===== src/rtl/aes_key_sched_seq.sv =====
// AES-128/192/256 key schedule: one expanded word per cycle, round keys 0..Nr on a valid/ready stream; AES_KEY_SCHED_RKBUF_EN adds a read-back buffer.
// First round key valid 4 cycles after start; a pending key with rk_ready low freezes the whole generator.
module aes_key_sched_seq #(
  parameter int KEY_BITS = 128
) (
  input  logic                clk,
  input  logic                rst_n,
  input  logic                start,
  input  logic [KEY_BITS-1:0] key_in,
  input  logic                abort,
  output logic                rk_valid,
  input  logic                rk_ready,
  output logic [127:0]        rk_data,
  output logic [3:0]          rk_idx,
  output logic                busy,
  output logic                done,
  input  logic [3:0]          rd_idx,
  output logic [127:0]        rd_key
);

  localparam int NK = KEY_BITS / 32;
  localparam int NR = NK + 6;
  localparam int NW = 4 * (NR + 1);
  localparam logic [5:0] NK_W     = 6'(NK);
  localparam logic [5:0] LAST_W   = 6'(NW - 1);
  localparam logic [2:0] KPOS_MAX = 3'(NK - 1);
  localparam logic [3:0] NR_IDX   = 4'(NR);

  if (KEY_BITS != 128 && KEY_BITS != 192 && KEY_BITS != 256) begin : g_bad_key_bits
    $error("aes_key_sched_seq: KEY_BITS must be 128, 192 or 256");
  end

  // FIPS-197 S-box, entry 0 in the top byte.
  localparam logic [2047:0] SBOX = {
    128'h637c777bf26b6fc53001672bfed7ab76, 128'hca82c97dfa5947f0add4a2af9ca472c0,
    128'hb7fd9326363ff7cc34a5e5f171d83115, 128'h04c723c31896059a071280e2eb27b275,
    128'h09832c1a1b6e5aa0523bd6b329e32f84, 128'h53d100ed20fcb15b6acbbe394a4c58cf,
    128'hd0efaafb434d338545f9027f503c9fa8, 128'h51a3408f929d38f5bcb6da2110fff3d2,
    128'hcd0c13ec5f974417c4a77e3d645d1973, 128'h60814fdc222a908846eeb814de5e0bdb,
    128'he0323a0a4906245cc2d3ac629195e479, 128'he7c8376d8dd54ea96c56f4ea657aae08,
    128'hba78252e1ca6b4c6e8dd741f4bbd8b8a, 128'h703eb5664803f60e613557b986c11d9e,
    128'he1f8981169d98e949b1e87e9ce5528df, 128'h8ca1890dbfe6426841992d0fb054bb16
  };

  function automatic logic [7:0] sbox(input logic [7:0] b);
    return SBOX[{~b, 3'b111} -: 8];
  endfunction

  function automatic logic [31:0] sub_word(input logic [31:0] w);
    return {sbox(w[31:24]), sbox(w[23:16]), sbox(w[15:8]), sbox(w[7:0])};
  endfunction

  typedef enum logic [1:0] {S_IDLE, S_GEN, S_DONE} state_e;

  state_e              state_q, state_d;
  logic [KEY_BITS-1:0] win_q, win_d;
  logic [5:0]          cnt_q, cnt_d;
  logic [2:0]          kpos_q, kpos_d;
  logic [7:0]          rcon_q, rcon_d;
  logic [95:0]         asm_q, asm_d;
  logic                rk_valid_q, rk_valid_d;
  logic [127:0]        rk_data_q, rk_data_d;
  logic [3:0]          rk_idx_q, rk_idx_d;

  logic [31:0] w_old, w_prev, w_new;
  logic        start_ok, advance, xfer;

  // Window holds w[i-Nk] (top word) .. w[i-1] (bottom word); the key words rotate through it first.
  assign w_old  = win_q[KEY_BITS-1 -: 32];
  assign w_prev = win_q[31:0];

  assign start_ok = start && (state_q == S_IDLE || state_q == S_DONE);
  assign advance  = (state_q == S_GEN) && (cnt_q <= LAST_W) && !(rk_valid_q && !rk_ready);
  assign xfer     = rk_valid_q && rk_ready && !abort;

  always_comb begin
    if (cnt_q < NK_W) begin
      w_new = w_old;
    end else if (kpos_q == 3'd0) begin
      w_new = w_old ^ sub_word({w_prev[23:0], w_prev[31:24]}) ^ {rcon_q, 24'h0};
    end else if (NK == 8 && kpos_q == 3'd4) begin
      w_new = w_old ^ sub_word(w_prev);
    end else begin
      w_new = w_old ^ w_prev;
    end
  end

  always_ff @(posedge clk or negedge rst_n) begin
    if (!rst_n) begin
      state_q <= S_IDLE;
    end else begin
      state_q <= state_d;
    end
  end

  always_comb begin
    state_d = state_q;
    if (abort) begin
      state_d = S_IDLE;
    end else begin
      case (state_q)
        S_IDLE, S_DONE: if (start) state_d = S_GEN;
        S_GEN:          if (xfer && rk_idx_q == NR_IDX) state_d = S_DONE;
        default:        state_d = S_IDLE;
      endcase
    end
  end

  always_comb begin
    busy = (state_q == S_GEN);
    done = (state_q == S_DONE);
  end

  always_comb begin
    win_d      = win_q;
    cnt_d      = cnt_q;
    kpos_d     = kpos_q;
    rcon_d     = rcon_q;
    asm_d      = asm_q;
    rk_valid_d = rk_valid_q;
    rk_data_d  = rk_data_q;
    rk_idx_d   = rk_idx_q;
    if (abort) begin
      rk_valid_d = 1'b0;
    end else if (start_ok) begin
      win_d      = key_in;
      cnt_d      = 6'd0;
      kpos_d     = 3'd0;
      rcon_d     = 8'h01;
      rk_valid_d = 1'b0;
    end else begin
      if (xfer) rk_valid_d = 1'b0;
      if (advance) begin
        win_d  = {win_q[KEY_BITS-33:0], w_new};
        cnt_d  = cnt_q + 6'd1;
        kpos_d = (kpos_q == KPOS_MAX) ? 3'd0 : kpos_q + 3'd1;
        if (cnt_q >= NK_W && kpos_q == 3'd0) begin
          rcon_d = {rcon_q[6:0], 1'b0} ^ (rcon_q[7] ? 8'h1b : 8'h00);
        end
        asm_d = {asm_q[63:0], w_new};
        if (cnt_q[1:0] == 2'b11) begin
          rk_data_d  = {asm_q, w_new};
          rk_idx_d   = cnt_q[5:2];
          rk_valid_d = 1'b1;
        end
      end
    end
  end

  always_ff @(posedge clk or negedge rst_n) begin
    if (!rst_n) begin
      win_q      <= '0;
      cnt_q      <= '0;
      kpos_q     <= '0;
      rcon_q     <= '0;
      asm_q      <= '0;
      rk_valid_q <= 1'b0;
      rk_data_q  <= '0;
      rk_idx_q   <= '0;
    end else begin
      win_q      <= win_d;
      cnt_q      <= cnt_d;
      kpos_q     <= kpos_d;
      rcon_q     <= rcon_d;
      asm_q      <= asm_d;
      rk_valid_q <= rk_valid_d;
      rk_data_q  <= rk_data_d;
      rk_idx_q   <= rk_idx_d;
    end
  end

  assign rk_valid = rk_valid_q;
  assign rk_data  = rk_data_q;
  assign rk_idx   = rk_idx_q;

`ifdef AES_KEY_SCHED_RKBUF_EN
  logic [127:0] rkbuf_q [NR+1];
  logic [127:0] rd_key_q;

  always_ff @(posedge clk) begin
    if (xfer) rkbuf_q[rk_idx_q] <= rk_data_q;
  end

  always_ff @(posedge clk or negedge rst_n) begin
    if (!rst_n) begin
      rd_key_q <= '0;
    end else begin
      rd_key_q <= (rd_idx <= NR_IDX) ? rkbuf_q[rd_idx] : '0;
    end
  end

  assign rd_key = rd_key_q;
`else
  logic unused_rd_idx;
  assign unused_rd_idx = ^rd_idx;
  assign rd_key = '0;
`endif

endmodule


===== config.mk =====
export PLATFORM = sky130hd
export DESIGN_NAME = aes_key_sched_seq
export DESIGN_NICKNAME = d
export VERILOG_FILES = /design/src/rtl/aes_key_sched_seq.sv
export SDC_FILE = /design/constraint.sdc
export NUM_CORES = 2
export LEC_CHECK = 0
export ABC_CLOCK_PERIOD_IN_PS = 6200
export CORE_UTILIZATION = 50
export DETAILED_ROUTE_END_ITERATION = 16
export MAX_ROUTING_LAYER = met4
export PLACE_DENSITY = 0.82
export SLEW_MARGIN = 15
export SYNTH_ARGS = -nofsm -noshare
export SYNTH_HDL_FRONTEND = slang
export SYNTH_SLANG_ARGS = --single-unit

===== constraint.sdc =====
create_clock -name clk -period 6.2 [get_ports clk]
set_clock_uncertainty 0.1 [all_clocks]
set_input_delay 1.24 -clock clk [delete_from_list [all_inputs] [get_ports clk]]
set_output_delay 1.24 -clock clk [all_outputs]
set_load 0.01 [all_outputs]

==> impl_metrics.py <==
metrics = {
    "yosys": {
        "syn_area_per_cell_um2": 7.88,
        "async_reset_ff_share_pct": 100,
        "yosys_warnings": 0,
        "syn_inst": 3764,
        "yosysTopAreaCell": "dfrtp_1",
        "synth-main-ff-cell": "dfrtp_1",
        "synthTopCellsByArea": "dfrtp_1 (32%), nand2_1 (8.2%), o21ai_0 (4.3%)",
        "synth_edf_count": 0,
        "synth_cell_type_count": 97,
        "syn_area_um2": 29700,
        "ys_seq_area_share_pct": 31.7,
        "synth_top_area_share_pct": 31.7,
        "ys_seq_elements": 376,
    },
    "sta": {
        "drv_slew": 0,
        "fin_crit_ns": 4.42,
        "relSlewSlack_pct": 28.3,
        "finalSetupViolations": 0,
        "rsz0062_at_grt": "false",
        "finalHoldViolCount": 0,
        "tightest_slew_ns": 1.08,
        "fmaxAchievable_ghz": 0.226,
        "period_share_pct": 71.3,
        "hold_slack_ns": 0.374,
        "fin_tns_setup_ns": 0,
    },
    "clocking": {
        "root_buffer": "clkbuf_16",
        "tritoncts": "done",
        "cts_resized": 0,
        "clockBufferDepth": 3,
        "cts.sinks": 376,
        "htree_levels": 2,
        "cts_setup_buffers": 0,
        "cts_hold_buf": 0,
        "insertion_delay_ns": 0.59,
        "cts_buffers": 40,
        "path_clk_slew_ns": 0.06,
    },
    "floorplanning": {
        "start_util_pct": 51.0,
        "dieArea_um2": 60300,
        "dieHeight_um": 246,
        "ios": 400,
        "chipWidth_um": 246,
        "row_count": 88,
        "core_um2": 58100,
    },
    "cells_and_area": {
        "multi_input_area_um2": 18000,
        "fin_util_pct": 57.8,
        "syn_to_final_growth_pct": 13.2,
        "final_net_count": 4012,
        "fillers": 5307,
        "regArea_um2": 9440,
        "drive_above_1_share_pct": 10.3,
    },
    "setup_path": {
        "cp.arrival_ns": 4.76,
        "reg2reg_slack_ns": 1.78,
        "worstSetupStartpointType": "register",
        "cpMaxStageDelayCell": "dfrtp_4",
        "worstPathRequired_ns": 6.54,
        "end_kind": "register",
        "r2r_start": "win_q[3]",
        "path_class": "register to register",
        "path_max_fanout": 70,
        "critPathMaxStageDelay_ns": 0.85,
        "path_cells": "inv_1 -> or3_1 -> a221oi_1 -> o31ai_1 -> o221ai_1 -> a21oi_1 -> xnor2_1 -> nor2_1 -> a311o_1",
        "r2r_cells": 9,
        "critical_path.top_delay_family": "compound AO/OA/AOI/OAI gates",
        "path_buf_inv": 1,
        "timing.rr.end": "win_q[14]",
    },
    "run_status": {
        "status": "finished clean",
    },
    "routing": {
        "antenna_left": 0,
        "routedWlPerCell_um": 26.4,
        "dr_total_vias": 31075,
        "vias_per_cell": 6.75,
        "drt_iter0_markers": 4733,
        "drt_wl_total_um": 122000,
        "drtPass1Iterations": 6,
        "drc": 0,
    },
    "grt": {
        "grt_pass1_wl_um": 182000,
        "grt-ovfl-total": 0,
        "grtUsageTotal_pct": 40.6,
        "grt_max_degree": 175,
        "grt_pass1_vias": 28326,
        "grt_antenna_before_repair": 4,
    },
    "pwr": {
        "power.leakage_uw": 0.0141,
        "power-per-cell-area_nw_per_um2": 504,
        "vdd_drop_max_mv": 0.299,
        "p_total_uw": 16900,
    },
    "placement": {
        "place.gp.congestion": 1.09,
        "dp_hpwl_um": 84100,
        "io_buffers": 267,
    },
    "min_path": {
        "min_path_cells": 2,
        "worstHoldStart": "asm_q[67]",
        "min-delay-path-class": "register to register",
        "whs_endpoint": "asm_q[67]",
    },
    "job": {
        "maxCapViolations": 0,
    },
}
## sequential cells by signal, indices dropped and copies added, names as in the netlist
name / cells
rk_valid: 1
cnt_q: 6
rcon_q: 8
asm_q: 96
rk_idx: 4
rk_data: 128
state_q: 2
kpos_q: 3
win_q: 128
## layout by cell type, fill, tap and decap left out, types with 76 or more instances in the layout
master and instances:
nand2_1 649, dfrtp_1 359, nor2_1 270, clkdlybuf4s50_1 266, o21ai_0 257, a21oi_1 197
a31oi_1 145, conb_1 128, buf_4 115, mux2_2 110, nand3_1 98, nand2b_1 91
nor3_1 84, nor2b_1 76
## synthesized netlist by cell type, types with 14 or more instances
| cell | number |
|---|---|
| nand3_1 | 98 |
| a32oi_1 | 21 |
| nand4_1 | 21 |
| nand2_1 | 651 |
| buf_1 | 35 |
| dfrtp_1 | 376 |
| a211o_1 | 14 |
| o211ai_1 | 61 |
| o31ai_1 | 29 |
| a31oi_1 | 145 |
| a21oi_1 | 198 |
| o22ai_1 | 20 |
| a211oi_1 | 60 |
| mux2i_1 | 20 |
| or2_2 | 15 |
| buf_2 | 85 |
| o311ai_0 | 45 |
| a21o_1 | 14 |
| mux2_2 | 110 |
| o21ai_1 | 17 |
| or3_1 | 19 |
| mux4_2 | 39 |
| xnor2_1 | 36 |
| nor3_1 | 84 |
| a221oi_1 | 17 |
| and3_1 | 30 |
| ha_1 | 64 |
| o21ai_0 | 257 |
| clkbuf_1 | 247 |
| nor2_1 | 271 |
| nand2b_1 | 92 |
| a311oi_1 | 34 |
| o311a_1 | 17 |
| buf_4 | 135 |
| and2_1 | 24 |
| o221ai_1 | 20 |
| nor2b_1 | 78 |
| inv_1 | 36 |
## area by class of cell
cell class                      count  area share [%]
Multi-Input combinational cell   2960            53.7
Sequential cell                   376            28.1
Timing Repair Buffer              387            10.8
Clock buffer                       55            3.33
Tap cell                          765            2.85
Clock inverter                     13           0.581
Inverter                           46           0.514
Antenna cell                        3          0.0224
## metrics by stage
| step | setup WS, ns | cell area, um^2 | instances |
|---|---|---|---|
| 3_3_place_gp | 1.88 | 32300 | 4534 |
| 3_5_place_dp | 1.96 | 32300 | 4534 |
| 6_report | 1.78 | 33600 | 4605 |
| 4_1_cts | 2.00 | 33600 | 4602 |
| 5_1_grt | 1.63 | 33600 | 4604 |
| 2_1_floorplan | 2.28 | 30100 | 3891 |
## per-layer routing
metal / track usage [%] / up-vias / part of all wire, %
li1: - / 13464 / -
met1: 54.8 / 14844 / 40
met4: 18.2 / 0 / 5.0
met5: - / - / 0
met2: 57.0 / 2311 / 43
met3: 9.99 / 456 / 13
## cell families (layout without fill, tap and decap cells)
| family | after synthesis | after routing | synth area share [%] |
|---|---|---|---|
| other | 1 | 131 | 0.0126 |
| buffers and inverters | 555 | 501 | 9.25 |
| adders and majority gates | 64 | 64 | 2.70 |
| and+or+nand+nor | 1445 | 1445 | 22.2 |
| AOI/OAI and AO/OA | 1106 | 1106 | 24.9 |
| DFF | 376 | 376 | 31.7 |
| muxes | 169 | 169 | 7.81 |
| xor gates and xnor gates | 48 | 48 | 1.42 |
## power breakdown
group	total (uW)	internal [uW]	switching, uW
Combinational	10300	3790	6510
Clock	2480	1430	1040
Sequential	4160	3250	903
Total	16900	8480	8460
## how the worst max path moves through the flow
stage,cells after the start,from,to
2_1_floorplan,15,win_q[1],win_q[10]
3_3_place_gp,13,win_q[16],rk_data[24]
3_5_place_dp,7,start,asm_q[0]
4_1_cts,13,win_q[1],win_q[13]
5_1_grt,11,win_q[1],asm_q[12]
6_report,9,win_q[3],win_q[14]
## worst min-delay path, stage by stage (launching register included)
cell	delay [ns]
dfrtp_1	0.34
nand2_1	0.05
nand2_1	0.05
No activity file was read; power rests on OpenSTA's default activity.
